==> src/rtl/cache_pkg.sv <==
// Shared cache types: line/index sizes, the encoded queue entry and the
// output-queue state encoding.
package cache_pkg;

  localparam int CACHE_LINES = 16;
  localparam int CACHE_IDX_W = 4;

  typedef struct packed {
    logic [CACHE_IDX_W-1:0] index;
    logic                   hit;
    logic                   multi;
  } idx_entry_t;

  typedef enum logic [1:0] {
    Q_EMPTY,
    Q_ONE,
    Q_FULL
  } q_state_t;

endpackage

==> src/rtl/onehot_to_index.sv <==
// Combinational encoder: lowest set bit index of a per-line hit vector,
// plus any-set and two-or-more-set flags.
module onehot_to_index #(
  parameter int LINES = 16,
  parameter int IDX_W = $clog2(LINES)
) (
  input  logic [LINES-1:0] onehot_i,
  output logic [IDX_W-1:0] index_o,
  output logic             hit_o,
  output logic             multi_o
);

  // Scanning from the top down leaves the lowest set bit as the final winner.
  always_comb begin
    index_o = '0;
    for (int i = LINES - 1; i >= 0; i--) begin
      if (onehot_i[i]) begin
        index_o = IDX_W'(i);
      end
    end
  end

  assign hit_o   = |onehot_i;
  // Clearing the lowest set bit leaves something only if a second bit was set.
  assign multi_o = |(onehot_i & (onehot_i - LINES'(1)));

endmodule

==> src/rtl/cache_index_encoder.sv <==
// Encodes the tag-compare hit vector into a line index with hit/multi flags,
// buffers results in a 2-entry queue and counts multi-hit inputs.
module cache_index_encoder
  import cache_pkg::*;
#(
  parameter int LINES     = CACHE_LINES,
  parameter int IDX_W     = $clog2(LINES),
  parameter int ERR_CNT_W = 8
) (
  input  logic                 clk_i,
  input  logic                 rst_ni,
  input  logic                 in_valid_i,
  output logic                 in_ready_o,
  input  logic [LINES-1:0]     in_onehot_i,
  output logic                 out_valid_o,
  input  logic                 out_ready_i,
  output logic [IDX_W-1:0]     out_index_o,
  output logic                 out_hit_o,
  output logic                 out_multi_o,
  input  logic                 clr_err_i,
  output logic [ERR_CNT_W-1:0] err_count_o
);

  q_state_t               state_q, state_d;
  idx_entry_t             head_q, head_d;
  idx_entry_t             tail_q, tail_d;
  idx_entry_t             enc;
  logic                   in_ready_q, in_ready_d;
  logic [ERR_CNT_W-1:0]   err_q, err_d;
  logic                   push, pop;

  onehot_to_index #(
    .LINES (LINES),
    .IDX_W (IDX_W)
  ) u_encode (
    .onehot_i (in_onehot_i),
    .index_o  (enc.index),
    .hit_o    (enc.hit),
    .multi_o  (enc.multi)
  );

  assign push = in_valid_i & in_ready_q;
  assign pop  = out_valid_o & out_ready_i;

  // Head always holds the oldest entry; tail is only occupied in FULL.
  always_comb begin
    state_d = state_q;
    head_d  = head_q;
    tail_d  = tail_q;
    case (state_q)
      Q_EMPTY: begin
        if (push) begin
          head_d  = enc;
          state_d = Q_ONE;
        end
      end
      Q_ONE: begin
        if (push && pop) begin
          head_d = enc;
        end else if (push) begin
          tail_d  = enc;
          state_d = Q_FULL;
        end else if (pop) begin
          state_d = Q_EMPTY;
        end
      end
      Q_FULL: begin
        if (pop) begin
          head_d  = tail_q;
          state_d = Q_ONE;
        end
      end
      default: state_d = Q_EMPTY;
    endcase
  end

  assign in_ready_d = (state_d != Q_FULL);

  // Clear wins over a simultaneous multi-hit push; the counter never wraps.
  always_comb begin
    err_d = err_q;
    if (clr_err_i) begin
      err_d = '0;
    end else if (push && enc.multi && (err_q != {ERR_CNT_W{1'b1}})) begin
      err_d = err_q + ERR_CNT_W'(1);
    end
  end

  always_ff @(posedge clk_i or negedge rst_ni) begin
    if (!rst_ni) begin
      state_q    <= Q_EMPTY;
      head_q     <= '0;
      tail_q     <= '0;
      in_ready_q <= 1'b0;
      err_q      <= '0;
    end else begin
      state_q    <= state_d;
      head_q     <= head_d;
      tail_q     <= tail_d;
      in_ready_q <= in_ready_d;
      err_q      <= err_d;
    end
  end

  assign in_ready_o  = in_ready_q;
  assign out_valid_o = (state_q != Q_EMPTY);
  assign out_index_o = head_q.index;
  assign out_hit_o   = head_q.hit;
  assign out_multi_o = head_q.multi;
  assign err_count_o = err_q;

endmodule
==> config.mk <==
export PLATFORM = sky130hd
export DESIGN_NAME = cache_index_encoder
export DESIGN_NICKNAME = d
export VERILOG_FILES = /design/src/rtl/cache_pkg.sv /design/src/rtl/onehot_to_index.sv /design/src/rtl/cache_index_encoder.sv
export SDC_FILE = /design/constraint.sdc
export NUM_CORES = 1
export LEC_CHECK = 0
export BUFFER_PORTS_ARGS = -buffer_cell sky130_fd_sc_hd__buf_2
export CORE_UTILIZATION = 56
export DETAILED_ROUTE_END_ITERATION = 6
export PLACE_DENSITY = 0.84
export SLEW_MARGIN = 20
export SYNTH_ARGS = -nofsm -noshare
export SYNTH_HDL_FRONTEND = slang
export SYNTH_SLANG_ARGS = --single-unit
==> constraint.sdc <==
create_clock -name clk_i -period 6.2 [get_ports clk_i]
set_input_delay 1.24 -clock clk_i [delete_from_list [all_inputs] [get_ports clk_i]]
set_output_delay 1.24 -clock clk_i [all_outputs]
set_load 0.005 [all_outputs]
==> results of run 1 <==
## critical path, cell delays in order
cell and delay (ps):
buf_2 130, or4_1 640, nor4_2 390, a31oi_1 180, nor4_4 570, nor2_1 170
mux2_1 340
## layout make-up
type,count,area (sq um),share of cell area
Multi-Input combinational cell,125,839.6,0.4993
Sequential cell,23,575.6,0.3423
Timing Repair Buffer,36,180.2,0.1071
Tap cell,30,37.54,0.02232
Clock buffer,4,26.28,0.01563
Inverter,6,22.52,0.01339
## per-layer routing
| layer | track usage | vias to the layer above |
|---|---|---|
| li1 | - | 657 |
| met3 | 0.06897 | 4 |
| met1 | 0.3177 | 647 |
| met5 | 0 | - |
| met2 | 0.4641 | 46 |
| met4 | 0.03509 | 0 |
## kinds of logic after synthesis
family          synth area share
simple gates              0.2706
fa+ha+maj                0.03007
flops                     0.3952
compound gates            0.1787
buf+inv                  0.02835
mux                      0.09708
## cells in the mapped netlist, types with 2 or more instances
library cell	n	area, sq um
inv_1	6	22.52
a211oi_1	2	15.01
o31a_1	2	17.52
nand2b_1	7	43.79
o21ai_0	6	30.03
nand2_1	8	30.03
nor3b_1	2	15.01
nor2_1	18	67.56
or4_1	3	22.52
nand4_1	2	12.51
a31oi_1	3	18.77
dfrtp_1	23	575.6
nor2b_1	8	50.05
maj3_1	2	20.02
clkbuf_1	5	18.77
nor3_1	6	30.03
and3b_1	3	26.28
nand3_1	3	15.01
a21oi_1	12	60.06
mux2i_1	4	40.04
o31ai_1	3	22.52
mux2_2	3	33.78
a21o_1	3	22.52
nor4_1	2	12.51
mux2_1	6	67.56
or2_2	2	12.51
## metrics by stage
stage / util / setup slack (ps) / instances / instance area (sq um)
6_report: 0.6788 / 2749 / 224 / 1682
4_1_cts: 0.6788 / 2738 / 224 / 1682
5_1_grt: 0.6788 / 2537 / 224 / 1682
2_1_floorplan: - / 2721 / 159 / 1456
3_5_place_dp: 0.6682 / 2404 / 220 / 1655
3_3_place_gp: 0.6682 / 2453 / 220 / 1655
## worst min-delay path by stage
| stage | from | endpoint | slack (ps) | cells after the start |
|---|---|---|---|---|
| 6_report | out_index_o[2] | out_index_o[2] | 510 | 2 |
| 5_1_grt | out_multi_o | out_multi_o | 540 | 1 |
| 4_1_cts | out_index_o[2] | out_index_o[2] | 510 | 2 |
| 3_5_place_dp | out_index_o[2] | out_index_o[2] | 480 | 2 |
| 3_3_place_gp | out_index_o[1] | out_index_o[1] | 460 | 2 |
| 2_1_floorplan | out_hit_o | out_hit_o | 470 | 2 |
## power groups by stage
stage / logic (mW) / registers (mW) / clock network [mW]
6_report: 0.118 / 0.201 / 0.0695
5_1_grt: 0.135 / 0.206 / 0.0775
4_1_cts: 0.119 / 0.201 / 0.0701
3_5_place_dp: 0.118 / 0.204 / 0
3_3_place_gp: 0.112 / 0.200 / 0
2_1_floorplan: 0.0703 / 0.201 / 0
## flip-flops by register name (all words and copies together), names as in the netlist
register	flops
err_count_o	8
tail_q	6
out_index_o	4
state_q	2
in_ready_o	1
out_hit_o	1
out_multi_o	1
==> flow_summary.toml, run 1 <==
[cells_and_area]
final_cell_mix = "buf_2 (36), dfrtp_1 (23), nor2_1 (18)"
num_antenna_cells = 0
drive_gt1_frac = 0.2474
num-fill-cells = 215
nets = 217
synthToLayoutAreaGrowth_pct = 15.46
layout_commonest_cell = "buf_2"

[pwr]
p_sw_frac = 0.3349
peakVddDrop_v = 0.0002062
finalPower_mw = 0.3892
cellPowerDensity_nw_per_um2 = 231.4
leakagePower_nw = 0.8052
seqPwrFrac = 0.517
p_switching_mw = 0.1303
internal_power_mw = 0.2589
clockPowerShare = 0.179
power.share.combinational = 0.304

[routing]
num_vias = 1354
ant_nets = 0
drt_wl_total_microns = 3262
wl_met1_microns = 1343
met2_length_microns = 1718
drc_errors = 0
vias_per_cell = 6.045
route.met3.wl_microns = 182
routed.top_layer = "met4"
dr.pass1.iters = 4
drtIter0Drc = 36
avgRoutedWirePerCell_microns = 14.56

[sta]
period_share = 0.5566
fin_tns_setup_ps = 0
finalClockSkew_ps = 10.60
setup_viol = 0
fmax_ghz = 0.2898
grt_setup_unrepaired = "no"
finalHoldViolCount = 0
drv_slew = 0
period_needed_ps = 3451
worstMarginPinSlew_ps = 860.2
slew_headroom = 0.4265
whs_ps = 507.5

[run_status]
outcome = "completed"

[logic_synthesis]
synth_cell_type_count = 41
ys.flop_type = "dfrtp_1"
seq_area_frac_synth = 0.3952
yosysWarnings = 0
syn_nets = 181
async_flop_share = 1.000
synth_area_per_cell_sq_um = 9.160
syn_area_sq_um = 1456
syn_inst = 159
ys_ff_latch = 23
synth_edf_count = 0

[clocking]
cts_resized = 0
cts.htree.levels = 1
cts_hold_buffers = 0
ctsRootBufferMaster = "clkbuf_4"
cts.sinks = 23
clkTransAtPathRegs_ps = 130
cts_tree = "yes"
clockBufferDepth = 2
clk-insertion-delay-late_ps = 320
cts_setup_buffers = 0
cts_buffers = 3

[worst_hold_path]
hold_class = "reg2reg"

[grt]
grt_max_degree = 24
grt_first_pass_wirelength_microns = 5306
grt_pass1_vias = 1213
antenna_found_initial = 0
track_usage = 0.2600
grt_overflow = 0

[floorplanning]
die_x_microns = 53.00
dieArea_sq_um = 2808
ios = 37
die_h_microns = 53.00
core_sq_um = 2477
initial_core_util = 0.5879
rows = 18

[setup_path]
critical_path.endpoint = "err_count_o[0]"
cp-start-kind = "input port"
reg2reg_depth = 6
cp.required_ps = 6420
path_class = "in2reg"
rr_endpoint = "err_count_o[7]"
rr_startpoint = "err_count_o[3]"
crit_path_start = "in_onehot_i[0]"
endpoint_kind = "register"
cp_data_arrival_time_ps = 3670
r2r_setup_slack_ps = 3830
crit_path_max_fanout = 10

[place]
routabilityCongestion = 0.8483
io_buffers = 36
dp.final_hpwl_microns = 2480

[flow_run]
drv_cap = 0
Power figures use the tool's default switching activity.
==> run 2, diff against run 1 <==
--- a/config.mk
+++ b/config.mk
@@ -5,10 +5,11 @@
 export SDC_FILE = /design/constraint.sdc
 export NUM_CORES = 1
 export LEC_CHECK = 0
+export ABC_AREA = 1
 export BUFFER_PORTS_ARGS = -buffer_cell sky130_fd_sc_hd__buf_2
-export CORE_UTILIZATION = 56
+export CORE_UTILIZATION = 53
 export DETAILED_ROUTE_END_ITERATION = 6
-export PLACE_DENSITY = 0.84
+export PLACE_DENSITY = 0.79
 export SLEW_MARGIN = 20
 export SYNTH_ARGS = -nofsm -noshare
 export SYNTH_HDL_FRONTEND = slang
==> constraint.sdc (replaced) <==
create_clock -name clk_i -period 3.5 [get_ports clk_i]
set_input_delay 0.7 -clock clk_i [delete_from_list [all_inputs] [get_ports clk_i]]
set_output_delay 0.7 -clock clk_i [all_outputs]
set_load 0.005 [all_outputs]
==> flow_summary.toml, run 2 <==
[run_status]
outcome = "completed"

[logic_synthesis]
yosysTopAreaCell = "dfrtp_1"
synth_common_cells = "nand2_1 (55), inv_1 (30), dfrtp_1 (23), nor2_1 (17), nand3_1 (16)"
synth_top_family_by_area = "simple AND/OR/NAND/NOR gates"
synth_edf_count = 0
synth_xor_area_frac = 0.03423
async_flop_share = 1.000
ys_ff_latch = 23
synth-simple-area-share = 0.3635
synth_area_per_cell_sq_um = 7.242
muxShareOfSynthArea = 0
syn_area_sq_um = 1535
synth_fa_ha_area_frac = 0.008150
syn_inst = 212
ys.flop_type = "dfrtp_1"
seq_area_frac_synth = 0.3749
syn_nets = 234
yosysTopAreaCellShare = 0.3749
synth.most_common_cell = "nand2_1"
synth_cell_type_count = 26
yosysWarnings = 0
synth.area.top_cells = "dfrtp_1 (37%), nand2_1 (13%), inv_1 (7.3%)"
synth_compound_area_frac = 0.1255

[routing]
vias_per_cell = 5.141
drtIter0Drc = 69
drt_wl_total_microns = 3175
drc_errors = 0
avgRoutedWirePerCell_microns = 11.22
dr.pass1.iters = 4
ant_nets = 0
num_vias = 1455

[setup_path]
cp-start-kind = "input port"
cp_data_arrival_time_ps = 2170
path_class = "in2reg"
crit_path_max_fanout = 10
cp.required_ps = 3710
endpoint_kind = "register"

[clocking]
cts_setup_buffers = 0
cts_tree = "yes"
clkTransAtPathRegs_ps = 120
cts_resized = 0
cts.sinks = 23
cts_buffers = 3
cts_hold_buffers = 0
clockBufferDepth = 2
cts.htree.levels = 1
clk-insertion-delay-late_ps = 310
ctsRootBufferMaster = "clkbuf_4"

[sta]
fmax_ghz = 0.5117
period_share = 0.5584
finalHoldViolCount = 0
period_needed_ps = 1954
fin_tns_setup_ps = 0
grt_setup_unrepaired = "no"
drv_slew = 0
slew_headroom = 0.6728
finalClockSkew_ps = 8.160
setup_viol = 0
worstMarginPinSlew_ps = 490.7

[floorplanning]
initial_core_util = 0.5567
dieArea_sq_um = 3116
ios = 37
rows = 19
die_x_microns = 55.82
core_sq_um = 2758
die_h_microns = 55.82

[place]
routabilityCongestion = 0.8498
io_buffers = 36
placed_cells = 279
dp.final_hpwl_microns = 2528

[grt]
grt_pass1_vias = 1360
antenna_found_initial = 0
track_usage = 0.2306
grt_overflow = 0
grt_max_degree = 24
grt_first_pass_wirelength_microns = 5761

[cells_and_area]
finalNonFillerCells = 283
final_cell_mix = "nand2_1 (55), buf_2 (36), inv_1 (30)"
nets = 275
layout_commonest_cell = "nand2_1"
synthToLayoutAreaGrowth_pct = 16.22
largest_reg_flops = 8
num-fill-cells = 257
num_antenna_cells = 0
drive_gt1_frac = 0.2698

[pwr]
cellPowerDensity_nw_per_um2 = 458.2
leakagePower_nw = 1.032
finalPower_mw = 0.8175
peakVddDrop_v = 0.0005447

[flow_run]
drv_cap = 0

[worst_hold_path]
hold_class = "in2async"
-- run 2: routing by layer --
layer | wire, microns | share of wire | global-route usage | vias up
li1 | - | - | - | 762
met1 | 1525 | 0.48 | 0.3242 | 651
met2 | 1422 | 0.45 | 0.3735 | 40
met3 | 213 | 0.067 | 0.05581 | 2
met4 | 13 | 0.0041 | 0.03484 | 0
met5 | 0 | 0 | 0 | -
-- run 2: worst max-delay path, stage by stage --
cell and delay (ps):
buf_2 100, inv_2 70, nand2_4 60, inv_2 90, nand2_4 60, nor2_4 140, o21ai_1 120, nor3_4 230
o2111ai_4 230, nand2_4 190, nand2_1 60, nand2_1 50, nor2_1 40
-- run 2: cells by family (layout without fill, tap and decap cells) --
logic type	after synthesis	in the layout
buffers and inverters	38	78
AOI/OAI and AO/OA	31	31
and+or+nand+nor	113	113
DFF	23	23
adders and majority gates	1	1
xor gates and xnor gates	6	6
-- run 2: area by class of cell --
class                   instances  area, sq um  share of cell area
inverters                      37        138.9             0.07784
clock inverters                 1        5.005            0.002805
repair buffers                 37        187.7              0.1052
well taps                      31        38.79             0.02174
flip-flops and latches         23        575.6              0.3226
clock buffers                   3        22.52             0.01262
multi-input cells             151        815.8              0.4572
-- run 2: final timing paths --
path	cells past startpoint	startpoint	endpoint	slack, ps
min in group clk_i	2	tail_q[5]	tail_q[5]	500
setup / recovery	13	in_onehot_i[1]	err_count_o[0]	1550
hold reg to reg	2	tail_q[5]	tail_q[5]	500
hold / removal	1	rst_ni	tail_q[1]	330
setup reg to reg	8	state_q[1]	out_multi_o	1650
max in group asynchronous	1	rst_ni	err_count_o[6]	2830
-- run 2: stage by stage --
stage / worst slack, ps / utilization / instance area, sq um / hold slack [ps]
floorplan: 1506 / - / 1535 / 404.4
global placement: 1276 / 0.6370 / 1757 / 459.0
detailed placement: 1213 / 0.6370 / 1757 / 468.4
CTS: 1555 / 0.6470 / 1784 / 345.7
global route: 1374 / 0.6470 / 1784 / 351.1
finish: 1546 / 0.6470 / 1784 / 327.4
-- run 2: where the power goes --
group	internal [mW]	total, mW	switching (mW)
Sequential	0.339	0.383	0.0433
Combinational	0.119	0.315	0.197
Clock	0.0427	0.120	0.0769
Total	0.501	0.818	0.317
